===== src/rtl/mcycle_pkg.sv =====
// Shared encodings for the iterative multiply/divide sequencer.
package mcycle_pkg;

    // Sequencer state encoding (2 bits).
    typedef enum logic [1:0] {
        IDLE = 2'b00,
        RUN  = 2'b01,
        DONE = 2'b10
    } mcycle_state_t;

    // Operation type as carried on MCycleOp / OpLatched.
    localparam logic OP_MUL = 1'b0;
    localparam logic OP_DIV = 1'b1;

endpackage


===== src/rtl/mcycle_ctrl.sv =====
// Sequencer for the iterative MUL/DIV datapath in Execute. It issues Load
// when an operation is accepted, then one Step per iteration, and then a
// single Done pulse. Busy is the stall request the pipeline ORs into
// StallF/StallD/StallE. Busy is decoded only from local state and the
// Start/Cancel/Reset inputs, so it never forms a loop through the hazard unit.
module mcycle_ctrl
    import mcycle_pkg::*;
#(
    parameter int WIDTH     = 32,
    parameter int MUL_ITERS = 32,
    parameter int DIV_ITERS = 32
) (
    input  logic                         CLK,
    input  logic                         Reset,
    input  logic                         Start,
    input  logic                         MCycleOp,
    input  logic                         Cancel,
    output logic                         Load,
    output logic                         Step,
    output logic                         Busy,
    output logic                         Done,
    output logic [$clog2(WIDTH+1)-1:0]   Count,
    output logic                         OpLatched
);

    localparam int CW = $clog2(WIDTH + 1);
    localparam logic [CW-1:0] MUL_N = CW'(MUL_ITERS);
    localparam logic [CW-1:0] DIV_N = CW'(DIV_ITERS);

    mcycle_state_t   state_q, state_d;
    logic [CW-1:0]   count_q, count_d;
    logic [CW-1:0]   lim_q,   lim_d;
    logic            op_q,    op_d;

    // State, iteration counter, limit and latched op; async reset to IDLE.
    always_ff @(posedge CLK or posedge Reset) begin
        if (Reset) begin
            state_q <= IDLE;
            count_q <= '0;
            lim_q   <= '0;
            op_q    <= OP_MUL;
        end else begin
            state_q <= state_d;
            count_q <= count_d;
            lim_q   <= lim_d;
            op_q    <= op_d;
        end
    end

    // Next-state and output decode. Reset holds every strobe low even while
    // Start is high; Cancel beats Start and drops the operation immediately.
    always_comb begin
        state_d = state_q;
        count_d = count_q;
        lim_d   = lim_q;
        op_d    = op_q;
        Load    = 1'b0;
        Step    = 1'b0;
        Busy    = 1'b0;
        Done    = 1'b0;
        if (Reset) begin
            state_d = IDLE;
        end else if (Cancel) begin
            state_d = IDLE;
        end else begin
            case (state_q)
                IDLE: begin
                    if (Start) begin
                        Load    = 1'b1;
                        Busy    = 1'b1;
                        op_d    = MCycleOp;
                        count_d = '0;
                        lim_d   = (MCycleOp == OP_DIV) ? DIV_N : MUL_N;
                        state_d = RUN;
                    end
                end
                RUN: begin
                    Step    = 1'b1;
                    Busy    = 1'b1;
                    count_d = count_q + CW'(1);
                    // Last iteration: Count lands on N as we enter DONE.
                    if (count_q == lim_q - CW'(1)) begin
                        state_d = DONE;
                    end
                end
                DONE: begin
                    // Busy drops so the instruction leaves Execute; a Start
                    // seen now belongs to the same instruction and is ignored.
                    Done    = 1'b1;
                    state_d = IDLE;
                end
                default: begin
                    state_d = IDLE;
                end
            endcase
        end
    end

    assign Count     = count_q;
    assign OpLatched = op_q;

endmodule


===== config.mk =====
export PLATFORM = sky130hd
export DESIGN_NAME = mcycle_ctrl
export DESIGN_NICKNAME = d
export VERILOG_FILES = /design/src/rtl/mcycle_pkg.sv /design/src/rtl/mcycle_ctrl.sv
export SDC_FILE = /design/constraint.sdc
export NUM_CORES = 1
export LEC_CHECK = 0
export BUFFER_PORTS_ARGS = -buffer_cell sky130_fd_sc_hd__buf_2
export CAP_MARGIN = 20
export CORE_AREA = 2 2 39 41
export DETAILED_ROUTE_END_ITERATION = 10
export DIE_AREA = 0 0 41 43
export PLACE_DENSITY = 0.69
export REMOVE_ABC_BUFFERS = 1
export SLEW_MARGIN = 20
export SYNTH_ARGS = -nofsm -noshare
export SYNTH_HDL_FRONTEND = slang
export SYNTH_SLANG_ARGS = --single-unit

===== constraint.sdc =====
create_clock -name CLK -period 3.3 [get_ports CLK]
set_input_delay 0.165 -clock CLK [delete_from_list [all_inputs] [get_ports CLK]]
set_output_delay 0.165 -clock CLK [all_outputs]
set_load 0.05 [all_outputs]

==> results of run 1 <==
-- where the power goes --
group	switching (mW)	leakage [nW]	internal, mW
combinational	0.0428	0.168	0.0143
clock	0.0398	0.0138	0.0421
sequential	0.00512	0.131	0.129
-- area by class of cell --
cell class / instances / share of cell area
well taps: 16 / 0.0315
repair buffers: 16 / 0.134
clock buffers: 3 / 0.0354
flip-flops and latches: 10 / 0.394
multi-input cells: 38 / 0.382
inverters: 4 / 0.0236
-- cells by family (layout without fill, tap and decap cells) --
kind of cell / count (synthesis) / in the layout / share of synthesized area
buffers and inverters: 5 / 23 / 0.0390
AOI/OAI and AO/OA: 12 / 12 / 0.144
adders and majority gates: 1 / 1 / 0.0244
muxes: 2 / 2 / 0.0415
and+or+nand+nor: 22 / 22 / 0.246
DFF: 10 / 10 / 0.488
xor gates and xnor gates: 1 / 1 / 0.0171
-- routing by layer --
layer	wire length (um)	global-route usage	up-vias	part of all wire
met5	0	0	-	0
li1	-	-	229	-
met2	534	0.194	16	0.49
met4	0	0.0400	0	0
met1	493	0.174	232	0.45
met3	73	0.0628	0	0.066
-- critical path, delay by kind of cell --
kind | cells | cell delay (ps)
buffers and inverters | 3 | 1010
AND/OR/NAND/NOR | 2 | 730
-- how the worst max path moves through the flow --
stage / end / depth (start not counted)
3_3_place_gp: Count[4] / 3
4_1_cts: Load / 5
6_report: Load / 5
3_5_place_dp: OpLatched / 3
5_1_grt: Load / 5
2_1_floorplan: OpLatched / 3
-- cells in the final DEF (no fill, tap or decap), types with 2 or more instances in the layout --
cell type,n
dfrtp_1,10
nor2_1,4
nand4b_1,2
nand2_1,3
inv_1,4
o21ai_0,4
or4_1,3
a21oi_1,3
or3_1,3
or2_2,2
buf_2,15
o31ai_1,3
clkbuf_4,3
-- sequential cells by signal, summed over array words and instances, names as in the netlist --
name       count
state_q        2
OpLatched      1
Count          6
lim_q          1
-- stage by stage --
stage	total power, mW	hold WS (ps)	area [um2]	utilization
3_3_place_gp	0.192	197	603	0.436
2_1_floorplan	0.177	5.18	508	-
5_1_grt	0.286	151	636	0.459
4_1_cts	0.275	142	636	0.459
3_5_place_dp	0.193	201	603	0.436
6_report	0.273	148	636	0.459
-- synth_stat cells, drive strengths merged --
master and count:
dfrtp 10, inv 4, nor2 4, o21ai 4, a21oi 3, nand2 3
o31ai 3, or3 3, or4 3, nand4b 2, or2 2, and3 1
clkbuf 1, ha 1, mux2 1, mux2i 1, nand2b 1, nand3 1
nor3 1, nor4 1, o21bai 1, o31a 1, xor2 1
==> results.sh, run 1 <==
export IMPL_outcome="finished clean"
export IMPL_drt_iter0_drc=20
export IMPL_reg2reg_slack_ps=1640
export IMPL_multi_input_area_um2=243
export IMPL_yosys_area_top_type="dfrtp_1"
export IMPL_track_usage=0.134
export IMPL_grt_pass1_vias=392
export IMPL_r2r_cells=3
export IMPL_end_kind="primary output"
export IMPL_start_util=0.371
export IMPL_dp_hpwl_um=816
export IMPL_io_pins=16
export IMPL_ys_ff_latch=10
export IMPL_instances_no_fill=87
export IMPL_critPathKind="in -> out"
export IMPL_ant_nets=0
export IMPL_die_area_um2=1760
export IMPL_dp_cells=83
export IMPL_fin_skew_ps=1.63
export IMPL_critPathLaunchType="input pin"
export IMPL_coreArea_um2=1380
export IMPL_synth_top_cell_area_share=0.488
export IMPL_slew_violations=0
export IMPL_antenna_found_initial=0
export IMPL_crit_arrival_ps=1910
export IMPL_required_ps=3130
export IMPL_period_share=0.629
export IMPL_ys_types=23
export IMPL_clk_pin_slew_ps=60
export IMPL_timing_rr_end="OpLatched"
export IMPL_vias=477
export IMPL_drive_gt1_frac=0.296
export IMPL_nets=79
export IMPL_max_cap_violations=0
export IMPL_slowest_stage="dlygate4sd3_1"
export IMPL_firstDrtPassIters=4
export IMPL_post_drt_wl_per_cell_um=12.7
export IMPL_seqCellArea_um2=250
export IMPL_max_slew_margin_rel=0.635
export IMPL_hp_class="in -> reg"
export IMPL_cts_buffers=3
export IMPL_ir_worst_vdd_mv=0.222
export IMPL_crit_start="Reset"
export IMPL_cts_tree="built"
export IMPL_hold_path_cell_count=2
export IMPL_die_w_um=41
export IMPL_setup_viol=0
export IMPL_crit_chain="dlygate4sd3_1 > buf_2 > or3_1 > nor2_1 > buf_2"
export IMPL_postSynthAreaPerCell_um2=9.68
export IMPL_place_congestion=0.821
export IMPL_totalWireLength_um=1100
export IMPL_io_buffers=15
export IMPL_setup_tns_final_ps=0
export IMPL_worst_skew_pair_late_latency_ps=260
export IMPL_yosys_top_cells_area="dfrtp_1 49%, o31ai_1 4.4%, or4_1 4.4%"
export IMPL_cts_root_buf="clkbuf_4"
export IMPL_n_antenna_cell=0
export IMPL_grt_pass1_wl_um=1600
export IMPL_hold_viol_final=0
export IMPL_yosysWarnings=0
export IMPL_nFillCells=142
export IMPL_leakage_nw=0.313
export IMPL_postCtsHoldBufs=1
export IMPL_fin_crit_ps=2080
export IMPL_crit_top_cell="buf_2"
export IMPL_synthCells=53
export IMPL_hold_start="MCycleOp"
export IMPL_via_per_inst=5.48
export IMPL_worst_pin_slew_ps=546
export IMPL_syn_cell_area_um2=513
export IMPL_cp_max_fo=6
export IMPL_area_delta_synth_final_pct=23.9
export IMPL_drc=0
export IMPL_htreeDepth=1
export IMPL_post_cts_resize_count=0
export IMPL_setup_ws_ps=1220
export IMPL_slowest_delay_ps=530
export IMPL_clock_path_buffers=2
export IMPL_num_rows=14
export IMPL_cts_setup_buffers=0
export IMPL_p_per_area_nw_per_um2=430
export IMPL_reg2reg_from="state_q[0]"
export IMPL_max_freq_mhz=482
export IMPL_grt_max_degree=11
export IMPL_grt_overflow_total=0
export IMPL_min_to="OpLatched"
export IMPL_cts_num_sinks=10
export IMPL_ys_seq_area_frac=0.488
export IMPL_grt_setup_unrepaired="no"
export IMPL_die_h_um=43
export IMPL_place_ws_ps=1660
Power figures use the tool's default switching activity.
==> run 2: changes to the inputs <==
- clock period: 3.3 -> 2 ns (I/O delays scaled with it)
==> results.sh, run 2 (synthesis gave the netlist of run 1 again) <==
export IMPL_outcome="finished clean"
export IMPL_critPathLaunchType="input pin"
export IMPL_coreArea_um2=1380
export IMPL_crit_chain="dlygate4sd3_1 > buf_2 > or2_2 > or3_1 > inv_1 > buf_2"
export IMPL_cts_root_buf="clkbuf_4"
export IMPL_die_area_um2=1760
export IMPL_worst_skew_pair_late_latency_ps=270
export IMPL_cts_num_sinks=10
export IMPL_drive_gt1_frac=0.310
export IMPL_crit_top_cell="buf_2"
export IMPL_met2_length_um=472
export IMPL_worst_pin_slew_ps=499
export IMPL_worst_path_buf_inv=4
export IMPL_slew_violations=0
export IMPL_required_ps=1900
export IMPL_highest_layer="met4"
export IMPL_p_per_area_nw_per_um2=708
export IMPL_clk_pin_slew_ps=60
export IMPL_max_slew_margin_rel=0.666
export IMPL_hold_start="MCycleOp"
export IMPL_max_cap_violations=0
export IMPL_track_usage=0.142
export IMPL_leakage_nw=0.313
export IMPL_timing_rr_end="Count[4]"
export IMPL_die_w_um=41
export IMPL_reg2reg_slack_ps=410
export IMPL_dp_hpwl_um=824
export IMPL_via_per_inst=5.30
export IMPL_drt_iter0_drc=12
export IMPL_place_ws_ps=360
export IMPL_die_h_um=43
export IMPL_antenna_found_initial=0
export IMPL_nFillCells=140
export IMPL_mostFrequentLayoutCells="15 x buf_2, 10 x dfrtp_1, 4 x o21ai_0, 4 x inv_1"
export IMPL_io_buffers=15
export IMPL_largest_register_ffs=6
export IMPL_grt_pass1_vias=403
export IMPL_end_kind="primary output"
export IMPL_drc=0
export IMPL_post_drt_wl_per_cell_um=12.0
export IMPL_crit_arrival_ps=1770
export IMPL_grt_overflow_total=0
export IMPL_r2r_cells=3
export IMPL_io_pins=16
export IMPL_slowest_stage="dlygate4sd3_1"
export IMPL_cts_tree="built"
export IMPL_nets=79
export IMPL_reg2reg_from="state_q[1]"
export IMPL_ir_worst_vdd_mv=0.360
export IMPL_period_share=0.933
export IMPL_drt_met1_wl_um=480
export IMPL_totalWireLength_um=1040
export IMPL_hp_class="in -> reg"
export IMPL_place_congestion=0.776
export IMPL_cp_max_fo=5
export IMPL_setup_viol=0
export IMPL_vias=461
export IMPL_htreeDepth=1
export IMPL_critPathKind="in -> out"
export IMPL_area_delta_synth_final_pct=24.4
export IMPL_fin_skew_ps=1.18
export IMPL_max_freq_mhz=536
export IMPL_firstDrtPassIters=4
export IMPL_setup_ws_ps=133
export IMPL_start_util=0.371
export IMPL_cts_buffers=3
export IMPL_hold_viol_final=0
export IMPL_grt_setup_unrepaired="no"
export IMPL_n_antenna_cell=0
export IMPL_finish_utilization=0.461
export IMPL_ant_nets=0
export IMPL_grt_max_degree=11
export IMPL_hold_path_cell_count=2
export IMPL_path_delay_family="buffers and inverters"
export IMPL_slowest_delay_ps=530
export IMPL_num_rows=14
export IMPL_min_to="OpLatched"
export IMPL_wl_met3_um=49
export IMPL_fin_crit_ps=1870
export IMPL_clock_path_buffers=2
export IMPL_grt_pass1_wl_um=1660
export IMPL_layout_commonest_cell="buf_2"
-- run 2: cell types whose count changed in the layout (fill, tap and decap cells not counted) --
cell | before | now
nor2_1 | 4 | 3
nor2_2 | 0 | 1
-- run 2: cell type report --
type                       count  area, um2  share of cell area
multi-input combinational     38        245               0.384
timing repair buffer          16       85.1               0.133
clock buffer                   3       22.5              0.0353
tap                           16       20.0              0.0314
sequential                    10        250               0.392
inverter                       4       15.0              0.0235
-- run 2: worst max path at each step --
stage	startpoint	end	cells past startpoint
after floorplan	state_q[0]	OpLatched	3
after global placement	state_q[0]	OpLatched	3
after detailed placement	state_q[0]	OpLatched	3
after CTS	Reset	Load	5
after global routing	Reset	Step	6
final	Reset	Step	6
-- run 2: what timing repair did --
item | CTS | global route
setup buffers | 0 | 0
endpoints found under the hold margin | 10 | 0
setup endpoints to repair | 0 | 1
gates resized for setup | 0 | 1
hold buffers | 1 | 0
-- run 2: metrics by stage --
step,instances,instance area (um2),total power [mW],setup TNS (ps),hold WS [ps]
after CTS,87,636,0.455,0,64.4
after detailed placement,83,603,0.317,0,129
after floorplan,52,508,0.292,-133,-59.8
final,87,638,0.452,0,67.8
after global placement,83,603,0.316,0,134
after global routing,87,638,0.476,0,58.4
-- run 2: worst register-to-register path, stage by stage, from the launching register on --
cell and delay (ps):
dfrtp_1 410, or3_1 470, or4_1 490, a21oi_1 150
-- run 2: where the power goes --
part           switching (mW)  internal, mW
clock network          0.0682        0.0696
registers             0.00816         0.213
logic                  0.0696        0.0235
total                   0.146         0.306
-- run 2: metal layers --
layer / up-vias / GRT usage
met5: - / 0
met4: 0 / 0.120
met3: 5 / 0.0314
met2: 12 / 0.209
met1: 212 / 0.163
li1: 232 / -
